### config.mk
export PLATFORM = sky130hd
export DESIGN_NAME = cut_io_shifter
export DESIGN_NICKNAME = d
export VERILOG_FILES = /design/src/rtl/cut_io_shifter.sv
export SDC_FILE = /design/constraint.sdc
export NUM_CORES = 1
export LEC_CHECK = 0
export BUFFER_PORTS_ARGS = -buffer_cell sky130_fd_sc_hd__buf_2
export CAP_MARGIN = 20
export CORE_MARGIN = 4
export CORE_UTILIZATION = 55
export CTS_CLUSTER_DIAMETER = 80
export DETAILED_ROUTE_END_ITERATION = 6
export HOLD_SLACK_MARGIN = 0.06
export PLACE_DENSITY_LB_ADDON = 0.08
export SYNTH_ARGS = -nofsm -noshare
export SYNTH_HDL_FRONTEND = slang
export SYNTH_SLANG_ARGS = --single-unit
### constraint.sdc
create_clock -name clk -period 2.2 [get_ports clk]
set_input_delay 0 -clock clk [delete_from_list [all_inputs] [get_ports clk]]
set_output_delay 0 -clock clk [all_outputs]
set_load 0.01 [all_outputs]
### src/rtl/cut_io_shifter.sv
// SPI mode-0 serial shifter toward the circuit-under-test.
// Bit timing comes from div_clk edges observed in the clk domain.
module cut_io_shifter #(
    parameter int WIDTH = 32
) (
    input  logic             clk,
    input  logic             rst,
    input  logic             div_clk,
    input  logic [WIDTH-1:0] tx_data,
    input  logic             tx_valid,
    output logic             tx_ready,
    output logic [WIDTH-1:0] rx_data,
    output logic             rx_valid,
    output logic             cs_n,
    output logic             sclk,
    output logic             sdo,
    input  logic             sdi
);

    localparam int CW = (WIDTH > 1) ? $clog2(WIDTH) : 1;
    localparam logic [CW-1:0] LAST = CW'(WIDTH - 1);

    typedef enum logic [1:0] {
        IDLE,
        ALIGN,
        SHIFT,
        DONE
    } state_e;

    state_e           state_q;
    logic             div_q;
    logic [WIDTH-1:0] tx_sh_q;
    logic [WIDTH-1:0] rx_sh_q;
    logic [WIDTH-1:0] rx_data_q;
    logic [CW-1:0]    bit_cnt_q;
    logic             tx_ready_q;
    logic             rx_valid_q;
    logic             cs_n_q;
    logic             sclk_q;
    logic             sdo_q;

    logic rise;
    logic fall;

    assign rise = div_clk & ~div_q;
    assign fall = ~div_clk & div_q;

    assign tx_ready = tx_ready_q;
    assign rx_data  = rx_data_q;
    assign rx_valid = rx_valid_q;
    assign cs_n     = cs_n_q;
    assign sclk     = sclk_q;
    assign sdo      = sdo_q;

    always_ff @(posedge clk or negedge rst) begin
        if (!rst) begin
            state_q    <= IDLE;
            div_q      <= 1'b0;
            tx_sh_q    <= '0;
            rx_sh_q    <= '0;
            rx_data_q  <= '0;
            bit_cnt_q  <= '0;
            tx_ready_q <= 1'b1;
            rx_valid_q <= 1'b0;
            cs_n_q     <= 1'b1;
            sclk_q     <= 1'b0;
            sdo_q      <= 1'b0;
        end else begin
            div_q      <= div_clk;
            rx_valid_q <= 1'b0;
            // sclk follows div_clk one clk late, only while shifting
            sclk_q     <= (state_q == SHIFT) ? div_clk : 1'b0;
            case (state_q)
                IDLE: begin
                    if (tx_valid && tx_ready_q) begin
                        tx_sh_q    <= tx_data;
                        bit_cnt_q  <= '0;
                        tx_ready_q <= 1'b0;
                        state_q    <= ALIGN;
                    end
                end
                ALIGN: begin
                    if (fall) begin
                        cs_n_q  <= 1'b0;
                        sdo_q   <= tx_sh_q[WIDTH-1];
                        tx_sh_q <= {tx_sh_q[WIDTH-2:0], 1'b0};
                        state_q <= SHIFT;
                    end
                end
                SHIFT: begin
                    if (rise) begin
                        rx_sh_q   <= {rx_sh_q[WIDTH-2:0], sdi};
                        bit_cnt_q <= bit_cnt_q + 1'b1;
                        if (bit_cnt_q == LAST) begin
                            state_q <= DONE;
                        end
                    end
                    if (fall) begin
                        sdo_q   <= tx_sh_q[WIDTH-1];
                        tx_sh_q <= {tx_sh_q[WIDTH-2:0], 1'b0};
                    end
                end
                DONE: begin
                    if (fall) begin
                        cs_n_q     <= 1'b1;
                        sdo_q      <= 1'b0;
                        rx_data_q  <= rx_sh_q;
                        rx_valid_q <= 1'b1;
                        tx_ready_q <= 1'b1;
                        state_q    <= IDLE;
                    end
                end
                default: begin
                    state_q <= IDLE;
                end
            endcase
        end
    end

endmodule

# ---- Word-level counts from Yosys, hierarchy flattened
# Index checks and enable logic that the tools add are counted.
dict set report classes {
  addsub 1
  mux 22
  n_eq_ne 10
  reduce_logical 16
  bitwise 4
}
# cell n
set ops {}
lappend ops {{$mux 32} 2}
lappend ops {{$pmux 32 s2} 1}
lappend ops {{$reduce_and 3->1} 5}
lappend ops {{$mux 2} 5}
lappend ops {{$mux 5} 2}
lappend ops {{$pmux 5 s2} 1}
lappend ops {{$reduce_bool 2->1} 5}
lappend ops {{$ne 2x2->1 const B} 4}
lappend ops {{$pmux 2 s4} 1}
lappend ops {{$mux 1} 7}
lappend ops {{$pmux 1 s2} 3}
lappend ops {{$add 5x1->5 const B} 1}
lappend ops {{$eq 5x5->1 const B} 1}
lappend ops {{$reduce_and 5->1} 1}
lappend ops {{$eq 2x2->1 const B} 2}
lappend ops {{$ne 2x1->1 const B} 2}
lappend ops {{$reduce_and 2->1} 2}
lappend ops {{$and 1x1->1} 2}
lappend ops {{$eq 2x1->1 const B} 1}
lappend ops {{$logic_not 2->1} 1}
lappend ops {{$not 1->1} 2}
lappend ops {{$reduce_or 2->1} 1}
lappend ops {{$logic_and 1x1->1} 1}
dict set report word_totals {
  output_inout_bits 37
  wordCells 64
  regBits 109
}

# ---- Depth between registers and ports, before layout
# Gate-level depths: netlist of the first run.
dict set report depth {
  word_depth 4
  mapped_depth 7
  ltp_nobuf 6
}

# ---- Worst setup path before layout of the first run
# Ideal clock, no wire load.
dict set report synth_timing {
  path_kind {reg2reg}
  from {register state_q[0]}
  to {register tx_sh_q[3]}
  required_ps 2073
  t_arrival_ps 1857
  path_stages_with_launch 7
  path_buffers 2
  slack_ps 216
  synth_period_minus_slack_ps 1984
  path_cell_list {dfrtp_1 -> inv_1 -> ha_1 -> buf_4 -> clkbuf_1 -> mux2_2 -> mux2_1}
}
dict set report synth_between {
  elab_chain_len 4
  word_cells_on_any_way 9
  classes_between {4 x eq/ne; 1 x mux; 4 x reduce/logical}
}
# item line
set synth_rtl {}
lappend synth_rtl {{start: declaration} 30} ;# state_e state_q;
lappend synth_rtl {{start signal: assignment} 57} ;# state_q <= IDLE;
lappend synth_rtl {{start signal: assignment} 79} ;# state_q <= ALIGN;
lappend synth_rtl {{start signal: assignment} 87} ;# state_q <= SHIFT;
lappend synth_rtl {{$eq 2x2->1 / $eq 2x1->1 (equally long branches)} 73} ;# case (state_q)
lappend synth_rtl {{$reduce_or 2->1 (no source line)} --}
lappend synth_rtl {{$ne 2x1->1 (no source line) / $reduce_bool 2->1 (equally long branches)} --}
lappend synth_rtl {{$reduce_and 3->1 (no source line)} --}
lappend synth_rtl {{end signal: assignment} 76} ;# tx_sh_q <= tx_data;
lappend synth_rtl {{end signal: assignment} 86} ;# tx_sh_q <= {tx_sh_q[WIDTH-2:0], 1'b0};
lappend synth_rtl {{end signal: assignment} 100} ;# tx_sh_q <= {tx_sh_q[WIDTH-2:0], 1'b0};
lappend synth_rtl {{end: declaration} 32} ;# logic [WIDTH-1:0] tx_sh_q;
# Parallel ways exist; a longest one is shown, timed or not.
# A chain may end at the register's enable or synchronous reset.

# ---- Worst setup path after layout of the first run
dict set report layout_timing {
  from {register state_q[1]}
  to {register tx_sh_q[29]}
}
# The elaborated chain is that of the path after synthesis.

==> results of run 1 <==
[critical path: cells and delay by family (launching register included)]
kind	cells	cell delay, ns
DFF	1	0.41
muxes	2	0.64
buffers and inverters	2	0.44
adders and majority gates	1	0.38
[area by class of cell]
class                           count  area, um2
Clock inverter                      6      111.4
Clock buffer                        9      123.9
Inverter                            6      22.52
Multi-Input combinational cell    243       1832
Tap cell                          105      131.4
Fill cell                         614       2466
Sequential cell                   109       2730
Timing Repair Buffer              119      840.8
[path summary, 6_finish.rpt]
kind                               end  slack (ns)  cells past startpoint
hold / removal              rx_data[4]        0.22                      2
hold reg to reg             tx_sh_q[3]        0.49                      1
setup reg to reg           tx_sh_q[29]        0.21                      5
min in group clk            rx_sh_q[0]        0.39                      4
setup / recovery           tx_sh_q[29]        0.21                      5
max in group asynchronous  rx_sh_q[25]        1.29                      3
[per-stage QoR]
step	setup slack [ns]	instances	hold WS [ns]	util, %	area, um2
after floorplan	0.2157	377	-0.2956	-	4687
after CTS	0.2004	597	0.2360	70.14	5792
after global routing	0.1213	597	0.2686	70.14	5792
after global placement	0.2802	546	0.09293	62.92	5196
final	0.2061	597	0.2216	70.14	5792
after detailed placement	0.2330	546	0.09638	62.92	5196
[cells by family (layout without fill, tap and decap cells)]
logic type	count (synthesis)	count (layout)	share of synthesized area, %
DFF	109	109	58.25
buffers and inverters	25	140	2.696
AOI/OAI and AO/OA	17	17	2.803
muxes	98	98	23.49
adders and majority gates	7	7	1.869
and+or+nand+nor	121	121	10.89
[where the power goes]
part	switching, mW	leakage [nW]	internal (mW)
Combinational	1.23	1.42	1.72
Clock	0.654	0.116	0.752
Sequential	0.261	1.43	2.53
Total	2.15	2.97	5.00
[synth_stat cells, drive strengths merged (3+ instances only)]
library cell / instances
mux2: 96
nand2: 99
inv: 6
dfrtp: 107
nor2: 5
buf: 9
ha: 7
clkbuf: 10
nand3: 3
nand3b: 3
o21ai: 4
nand2b: 4
[per-layer routing]
| metal | global-route usage, % | part of all wire, % | vias to the layer above |
|---|---|---|---|
| met4 | 5.699 | 0.52 | 0 |
| met1 | 24.17 | 45 | 1522 |
| li1 | - | - | 1484 |
| met2 | 30.33 | 51 | 49 |
| met5 | 0 | 0 | - |
| met3 | 3.961 | 3.7 | 2 |
[sequential cells by signal (all words and copies together) (netlist names)]
name	cells
rx_data	32
rx_sh_q	32
tx_sh_q	32
bit_cnt_q	5
state_q	2
cs_n	1
div_q	1
rx_valid	1
sclk	1
sdo	1
tx_ready	1
==> flow_summary.json, run 1 <==
{
  "ys_types": 35,
  "synth-edff-count": 0,
  "layout.nets": 532,
  "antenna_found_initial": 0,
  "synth_top_cell_by_area": "dfrtp_1",
  "path_cells": "inv_1, ha_1, buf_4, mux2_2, mux2_2",
  "final_common_cell": "dfrtp_1",
  "fin_crit_sh_pct": 90.63,
  "worstPathArrival_ns": 2.23,
  "yosys_warnings": 0,
  "cts_tree": "done",
  "hold_violations": 0,
  "clk_latency_ns": 0.36,
  "clockBufferDepth": 2,
  "setup_tns_ns": 0,
  "critPathRequiredTime_ns": 2.44,
  "port_buffers": 73,
  "worst_slew_pin_slew_ns": 0.6890,
  "clock_sinks": 109,
  "path_clk_slew_ns": 0.11,
  "p_per_area_mw_per_mm2": 1234,
  "synth_nets": 421,
  "avgRoutedWirePerCell_um": 14.14,
  "setup_viol": 0,
  "die_w_um": 100.3,
  "synth.area.top_cells": "dfrtp_1 (57%), mux2_2 (23%), nand2_1 (7.9%), ha_1 (1.9%), dfstp_2 (1.1%)",
  "start_util_pct": 56.76,
  "viasPerCell": 5.121,
  "ant_nets": 0,
  "grt_pass1_vias": 3151,
  "synth-async-reset-ratio_pct": 100.0,
  "cts_buffers": 9,
  "netlist.area_leader.share_pct": 57.13,
  "core-area_mm2": 0.008258,
  "antenna_cells": 0,
  "holdBufCountCts": 36,
  "die_h_um": 100.3,
  "dp_hpwl_mm": 5.546,
  "drv_slew": 0,
  "rsz0062_at_grt": "no",
  "max-vdd-ir-drop_uv": 806.1,
  "cp_max_fo": 26,
  "drive_gt1_share_pct": 40.65,
  "cts_setup_buffers": 0,
  "worstSetupEndpointType": "flop",
  "drc": 0,
  "hp-class": "input port to async pin",
  "htree_levels": 3,
  "max_slew_margin_pct": 54.07,
  "finalCriticalPeriod_ns": 1.994,
  "power_mw": 7.150,
  "drt_wl_total_mm": 8.442,
  "final_cell_mix": "dfrtp_1 (107), nand2_1 (99), mux2_2 (94), buf_2 (72), dlygate4sd3_1 (36)",
  "critPathLaunchType": "flop",
  "fmax_mhz": 501.5,
  "synth_cells": 377,
  "synthFlopType": "dfrtp_1",
  "grt_overflow": 0,
  "clockRootBuffer": "clkbuf_8",
  "drtPass1Iterations": 4,
  "grt_max_degree": 55,
  "area_growth_pct": 23.57,
  "maxCapViolations": 0,
  "cts-resized-gates": 0,
  "synth_seq_cells": 109,
  "track_usage_pct": 18.29,
  "status": "finished clean",
  "grt_pass1_wl_mm": 14.70,
  "rows": 33,
  "synth-seq-area-share_pct": 58.25,
  "cp_common_cell": "mux2_2",
  "rr_startpoint": "state_q[1]",
  "vias": 3057,
  "critPathMaxStageDelay_ns": 0.41,
  "synth_area_mm2": 0.004687,
  "place_congestion": 0.7478,
  "crit_start": "state_q[1]",
  "synth_area_per_cell_um2": 12.43,
  "p_leak_nw": 2.968,
  "skew_ns": 0.01288,
  "dieArea_mm2": 0.01006,
  "boundaryPins": 74,
  "critical_path_class": "flop to flop",
  "drtIter0Drc": 124,
  "cp_slowest_cell": "dfrtp_1"
}
No activity file was read; power rests on OpenSTA's default activity.
==> inputs of run 2 (changes only) <==
--- a/config.mk
+++ b/config.mk
@@ -13,6 +13,7 @@
 export DETAILED_ROUTE_END_ITERATION = 6
 export HOLD_SLACK_MARGIN = 0.06
 export PLACE_DENSITY_LB_ADDON = 0.08
+export REMOVE_ABC_BUFFERS = 1
 export SYNTH_ARGS = -nofsm -noshare
 export SYNTH_HDL_FRONTEND = slang
 export SYNTH_SLANG_ARGS = --single-unit
==> run 2 against run 1 <==
Sequential cell count is the same. Wire length grew 0.81%. Cell count grew 0.17%. Register-to-register slack lost 0.04 ns. Combinational power is essentially flat. Sequential share of layout area grew 0.24 points. Sequential power is essentially flat. Final area shrank 0.50%. Worst setup slack lost 0.040 ns. Die area is the same. Core utilization shrank 0.35 points. Via count is essentially flat.
==> flow_summary.json, run 2 (synthesis gave the netlist of run 1 again) <==
{
  "p_per_area_mw_per_mm2": 1218,
  "cts_tree": "done",
  "drt_wl_total_mm": 8.510,
  "port_buffers": 73,
  "dieArea_mm2": 0.01006,
  "antenna_cells": 0,
  "fin_crit_sh_pct": 92.47,
  "worst_slew_pin_slew_ns": 0.5683,
  "grt_overflow": 0,
  "layout.nets": 532,
  "cp-endpoint": "tx_sh_q[4]",
  "multi_input_area_mm2": 0.001832,
  "cp_slowest_cell": "dfrtp_1",
  "drc": 0,
  "worstPathArrival_ns": 2.27,
  "die_h_um": 100.3,
  "maxCapViolations": 0,
  "die_w_um": 100.3,
  "clk_latency_ns": 0.36,
  "reg2reg_depth": 5,
  "timing.rr.end": "tx_sh_q[4]",
  "fin_ws_ns": 0.1656,
  "grt_pass1_vias": 3101,
  "final_cell_mix": "dfrtp_1 (107), nand2_1 (99), mux2_2 (94), buf_2 (72), dlygate4sd3_1 (36)",
  "area_growth_pct": 22.96,
  "viasPerCell": 5.107,
  "crit_start": "state_q[0]",
  "final_common_cell": "dfrtp_1",
  "antenna_found_initial": 0,
  "htree_levels": 3,
  "p_clk_share_pct": 17.7,
  "cp.depth": 5,
  "grt_pass1_wl_mm": 14.75,
  "status": "finished clean",
  "path_buf_inv": 2,
  "hp-class": "input port to async pin",
  "p_leak_nw": 2.955,
  "pwr-share-seq_pct": 39.8,
  "drtPass1Iterations": 4,
  "skew_ns": 0.01404,
  "critPathTopFamily": "multiplexers",
  "critical_path_class": "flop to flop",
  "place_congestion": 0.7772,
  "grt_max_degree": 49,
  "boundaryPins": 74,
  "vias": 3054,
  "core-area_mm2": 0.008258,
  "path_clk_slew_ns": 0.11,
  "critPathLaunchType": "flop",
  "rr_startpoint": "state_q[0]",
  "p_int_mw": 4.819,
  "r2r_slack_ns": 0.17,
  "max_slew_margin_pct": 62.11,
  "cts_setup_buffers": 0,
  "register_area_mm2": 0.002730,
  "drive_gt1_share_pct": 40.77,
  "critPathMaxStageDelay_ns": 0.41,
  "path_cells": "inv_1, ha_1, buf_4, mux2_2, mux2_1",
  "rsz0062_at_grt": "no",
  "setup_viol": 0,
  "pre_cts_slack_ns": 0.1843,
  "start_util_pct": 56.76,
  "cp_max_fo": 27,
  "clock_sinks": 109,
  "max-vdd-ir-drop_uv": 878.2,
  "p_sw_mw": 2.203,
  "track_usage_pct": 18.30,
  "ant_nets": 0,
  "power_mw": 7.022,
  "finalCriticalPeriod_ns": 2.034,
  "combPwrFrac_pct": 42.5,
  "cts_buffers": 9,
  "fmax_mhz": 491.6,
  "clockRootBuffer": "clkbuf_8",
  "rows": 33,
  "dp_hpwl_mm": 5.463,
  "worstSetupEndpointType": "flop",
  "fill_cells": 640,
  "drv_slew": 0,
  "critPathRequiredTime_ns": 2.44,
  "avgRoutedWirePerCell_um": 14.23,
  "switching_share_pct": 31.37,
  "drtIter0Drc": 109,
  "clockBufferDepth": 2,
  "hold_violations": 0
}
run 2: worst min path at each step:
stage	end	slack, ns	cells past startpoint
after floorplan	bit_cnt_q[0]	-0.30	0
after global placement	rx_data[28]	0.03	1
after detailed placement	rx_data[28]	0.03	1
after CTS	rx_data[28]	0.18	2
after global routing	rx_data[28]	0.18	2
final	rx_data[28]	0.16	2
run 2: power by group through the flow:
stage	logic, mW	registers, mW	clock network (mW)
2_1_floorplan	2.24	2.78	0
6_report	2.98	2.79	1.24
5_1_grt	3.28	2.86	1.36
3_3_place_gp	2.86	2.81	0
4_1_cts	3.02	2.79	1.28
3_5_place_dp	2.96	2.83	0
run 2: final cells by class:
cell class / instances / share of cell area [%]
Sequential cell: 109 / 47.37
Tap cell: 105 / 2.280
Multi-Input combinational cell: 243 / 31.78
Timing Repair Buffer: 119 / 14.59
Inverter: 6 / 0.3908
Clock inverter: 6 / 1.194
Clock buffer: 10 / 2.388
run 2: metrics by stage:
| step | instances | instance area (um2) | hold WS (ns) | utilization, % | TNS (ns) |
|---|---|---|---|---|---|
| CTS | 598 | 5763 | 0.1841 | 69.79 | 0 |
| finish | 598 | 5763 | 0.1574 | 69.79 | 0 |
| global route | 598 | 5763 | 0.1823 | 69.79 | 0 |
| global placement | 546 | 5196 | 0.03135 | 62.92 | 0 |
| floorplan | 358 | 4583 | -0.2956 | - | -28.20 |
| detailed placement | 546 | 5196 | 0.03397 | 62.92 | 0 |
run 2: per-layer routing:
layer	wire (um)	part of all wire, %	global-route usage, %
met3	290	3.4	3.336
met2	4094	48	29.87
met4	184	2.2	6.218
met1	3941	46	24.79
met5	0	0	0
run 2: worst register-to-register path, stage by stage (launching register included):
cell and delay, ns:
dfrtp_1 0.41, inv_1 0.10, ha_1 0.39, buf_4 0.36, mux2_2 0.38, mux2_1 0.29
run 2: repair_timing:
item	CTS	global route
resized for setup	0	0
hold buffers	36	0
hold endpoints to repair	77	0
==> inputs of run 3 (changes only) <==
--- a/config.mk
+++ b/config.mk
@@ -7,8 +7,10 @@
 export LEC_CHECK = 0
 export BUFFER_PORTS_ARGS = -buffer_cell sky130_fd_sc_hd__buf_2
 export CAP_MARGIN = 20
+export CELL_PAD_IN_SITES_DETAIL_PLACEMENT = 0
+export CELL_PAD_IN_SITES_GLOBAL_PLACEMENT = 1
 export CORE_MARGIN = 4
-export CORE_UTILIZATION = 55
+export CORE_UTILIZATION = 45
 export CTS_CLUSTER_DIAMETER = 80
 export DETAILED_ROUTE_END_ITERATION = 6
 export HOLD_SLACK_MARGIN = 0.06
==> run 3 against run 2 <==
Cell count is 4.3% higher. Total power is 0.32% lower. Clock skew is 0.0027 ns higher. First-iteration DRC count is 10% higher. Via count is 0.49% lower. Worst hold slack better by 0.023 ns. Non-clock buffer count is 1 lower. Critical path type unchanged. Largest cell class unchanged.
==> flow_summary.json, run 3 (synthesis gave the netlist of run 1 again) <==
{
  "status": "finished clean",
  "grt_max_degree": 45,
  "final_common_cell": "dfrtp_1",
  "fin_crit_sh_pct": 93.87,
  "grt_use_met3_pct": 3.494,
  "drive_gt1_share_pct": 40.53,
  "dp_hpwl_mm": 5.608,
  "power_mw": 6.999,
  "final_cell_mix": "dfrtp_1 (107), nand2_1 (99), mux2_2 (94), buf_2 (72), dlygate4sd3_1 (36)",
  "die_w_um": 110.1,
  "p_leak_nw": 2.950,
  "max_slew_margin_pct": 60.93,
  "cp_max_fo": 32,
  "clock_sinks": 109,
  "area_growth_pct": 23.63,
  "max-vdd-ir-drop_uv": 1101,
  "vias": 3039,
  "busiest_layer": "met2",
  "finalCriticalPeriod_ns": 2.065,
  "drtIter0Drc": 120,
  "grt_overflow": 0,
  "place_congestion": 0.6890,
  "drtPass1Iterations": 6,
  "boundaryPins": 74,
  "drv_slew": 0,
  "worstSetupEndpointType": "flop",
  "grt_pass1_wl_mm": 14.80,
  "cts-resized-gates": 0,
  "clockRootBuffer": "clkbuf_8",
  "final_core_util_pct": 58.21,
  "layout.nets": 531,
  "use_met2_pct": 24.09,
  "worstPathArrival_ns": 2.31,
  "worst_slew_pin_slew_ns": 0.5861,
  "antenna_found_initial": 0,
  "setup_viol": 0,
  "skew_ns": 0.01672,
  "start_util_pct": 47.08,
  "cts_buffers": 9,
  "ant_nets": 0,
  "path_clk_slew_ns": 0.10,
  "timing.hold.ws_ns": 0.1808,
  "maxCapViolations": 0,
  "track_usage_pct": 15.60,
  "pre_cts_slack_ns": 0.1281,
  "rows": 36,
  "dieArea_mm2": 0.01211,
  "cts_tree": "done",
  "port_buffers": 73,
  "antenna_cells": 0,
  "drc": 0,
  "hp-class": "input port to async pin",
  "viasPerCell": 4.870,
  "p_per_area_mw_per_mm2": 1208,
  "die_h_um": 110.1,
  "fin_ws_ns": 0.1348,
  "cts_setup_buffers": 0,
  "clockBufferDepth": 2,
  "critPathLaunchType": "flop",
  "hold_violations": 0,
  "fill_cells": 865,
  "clk_latency_ns": 0.37,
  "drt_wl_total_mm": 8.610,
  "critical_path_class": "flop to flop",
  "critPathRequiredTime_ns": 2.45,
  "grt_pass1_vias": 3067,
  "rsz0062_at_grt": "no",
  "htree_levels": 3,
  "core-area_mm2": 0.009955,
  "avgRoutedWirePerCell_um": 13.80,
  "use_met1_pct": 21.81,
  "fmax_mhz": 484.2,
  "setup_tns_ns": 0
}
[run 3: cell types whose count changed in the layout (fill, tap and decap cells not counted), sizes merged]
cell / change
buf: -1
inv: -1
[run 3: stage by stage]
stage / area, um2 / std cells
2_1_floorplan: 4583 / 358
4_1_cts: 5794 / 624
3_3_place_gp: 5236 / 573
3_5_place_dp: 5236 / 573
5_1_grt: 5794 / 624
6_report: 5794 / 624
[run 3: layer usage]
metal  routed length, um  up-vias  share of wire (%)
met1                4004     1489                 47
met4                 134        0                1.6
li1                    -     1489                  -
met2                4141       51                 48
met3                 329       10                3.8
met5                   0        -                  0
[run 3: critical path: stages (launching register included)]
cell and delay (ns):
dfrtp_1 0.40, inv_1 0.10, ha_1 0.51, nor2_1 0.13
a211oi_4 0.21, buf_12 0.24, mux2_2 0.35
[run 3: power breakdown]
| group | switching [mW] | leakage [nW] | total, mW | internal [mW] |
|---|---|---|---|---|
| clock | 0.651 | 0.0987 | 1.21 | 0.556 |
| combinational | 1.25 | 1.42 | 3.00 | 1.75 |
| sequential | 0.262 | 1.43 | 2.79 | 2.53 |
| total | 2.17 | 2.95 | 7.00 | 4.83 |
[run 3: cell type report]
class / instances / area [um2] / share of cell area, %
Sequential cell: 109 / 2730 / 47.12
Clock buffer: 10 / 137.6 / 2.375
Clock inverter: 5 / 60.06 / 1.036
Multi-Input combinational cell: 243 / 1832 / 31.61
Timing Repair Buffer: 118 / 845.8 / 14.60
Inverter: 6 / 22.52 / 0.3887
Tap cell: 133 / 166.4 / 2.872
[run 3: timing repair]
action | in CTS | in global routing
hold endpoints to repair | 80 | 0
setup endpoints to repair | 0 | 0
hold buffers | 36 | 0
[run 3: path summary, 6_finish.rpt]
kind / from / endpoint / slack (ns) / cells past startpoint
setup / recovery: state_q[0] / tx_sh_q[6] / 0.13 / 6
hold / removal: rst / rx_data[28] / 0.18 / 2
setup reg to reg: state_q[0] / tx_sh_q[6] / 0.13 / 6
hold reg to reg: rx_sh_q[31] / rx_sh_q[31] / 0.48 / 2
max in group asynchronous: rst / rx_data[10] / 1.28 / 3
min in group clk: sdi / rx_sh_q[0] / 0.36 / 4
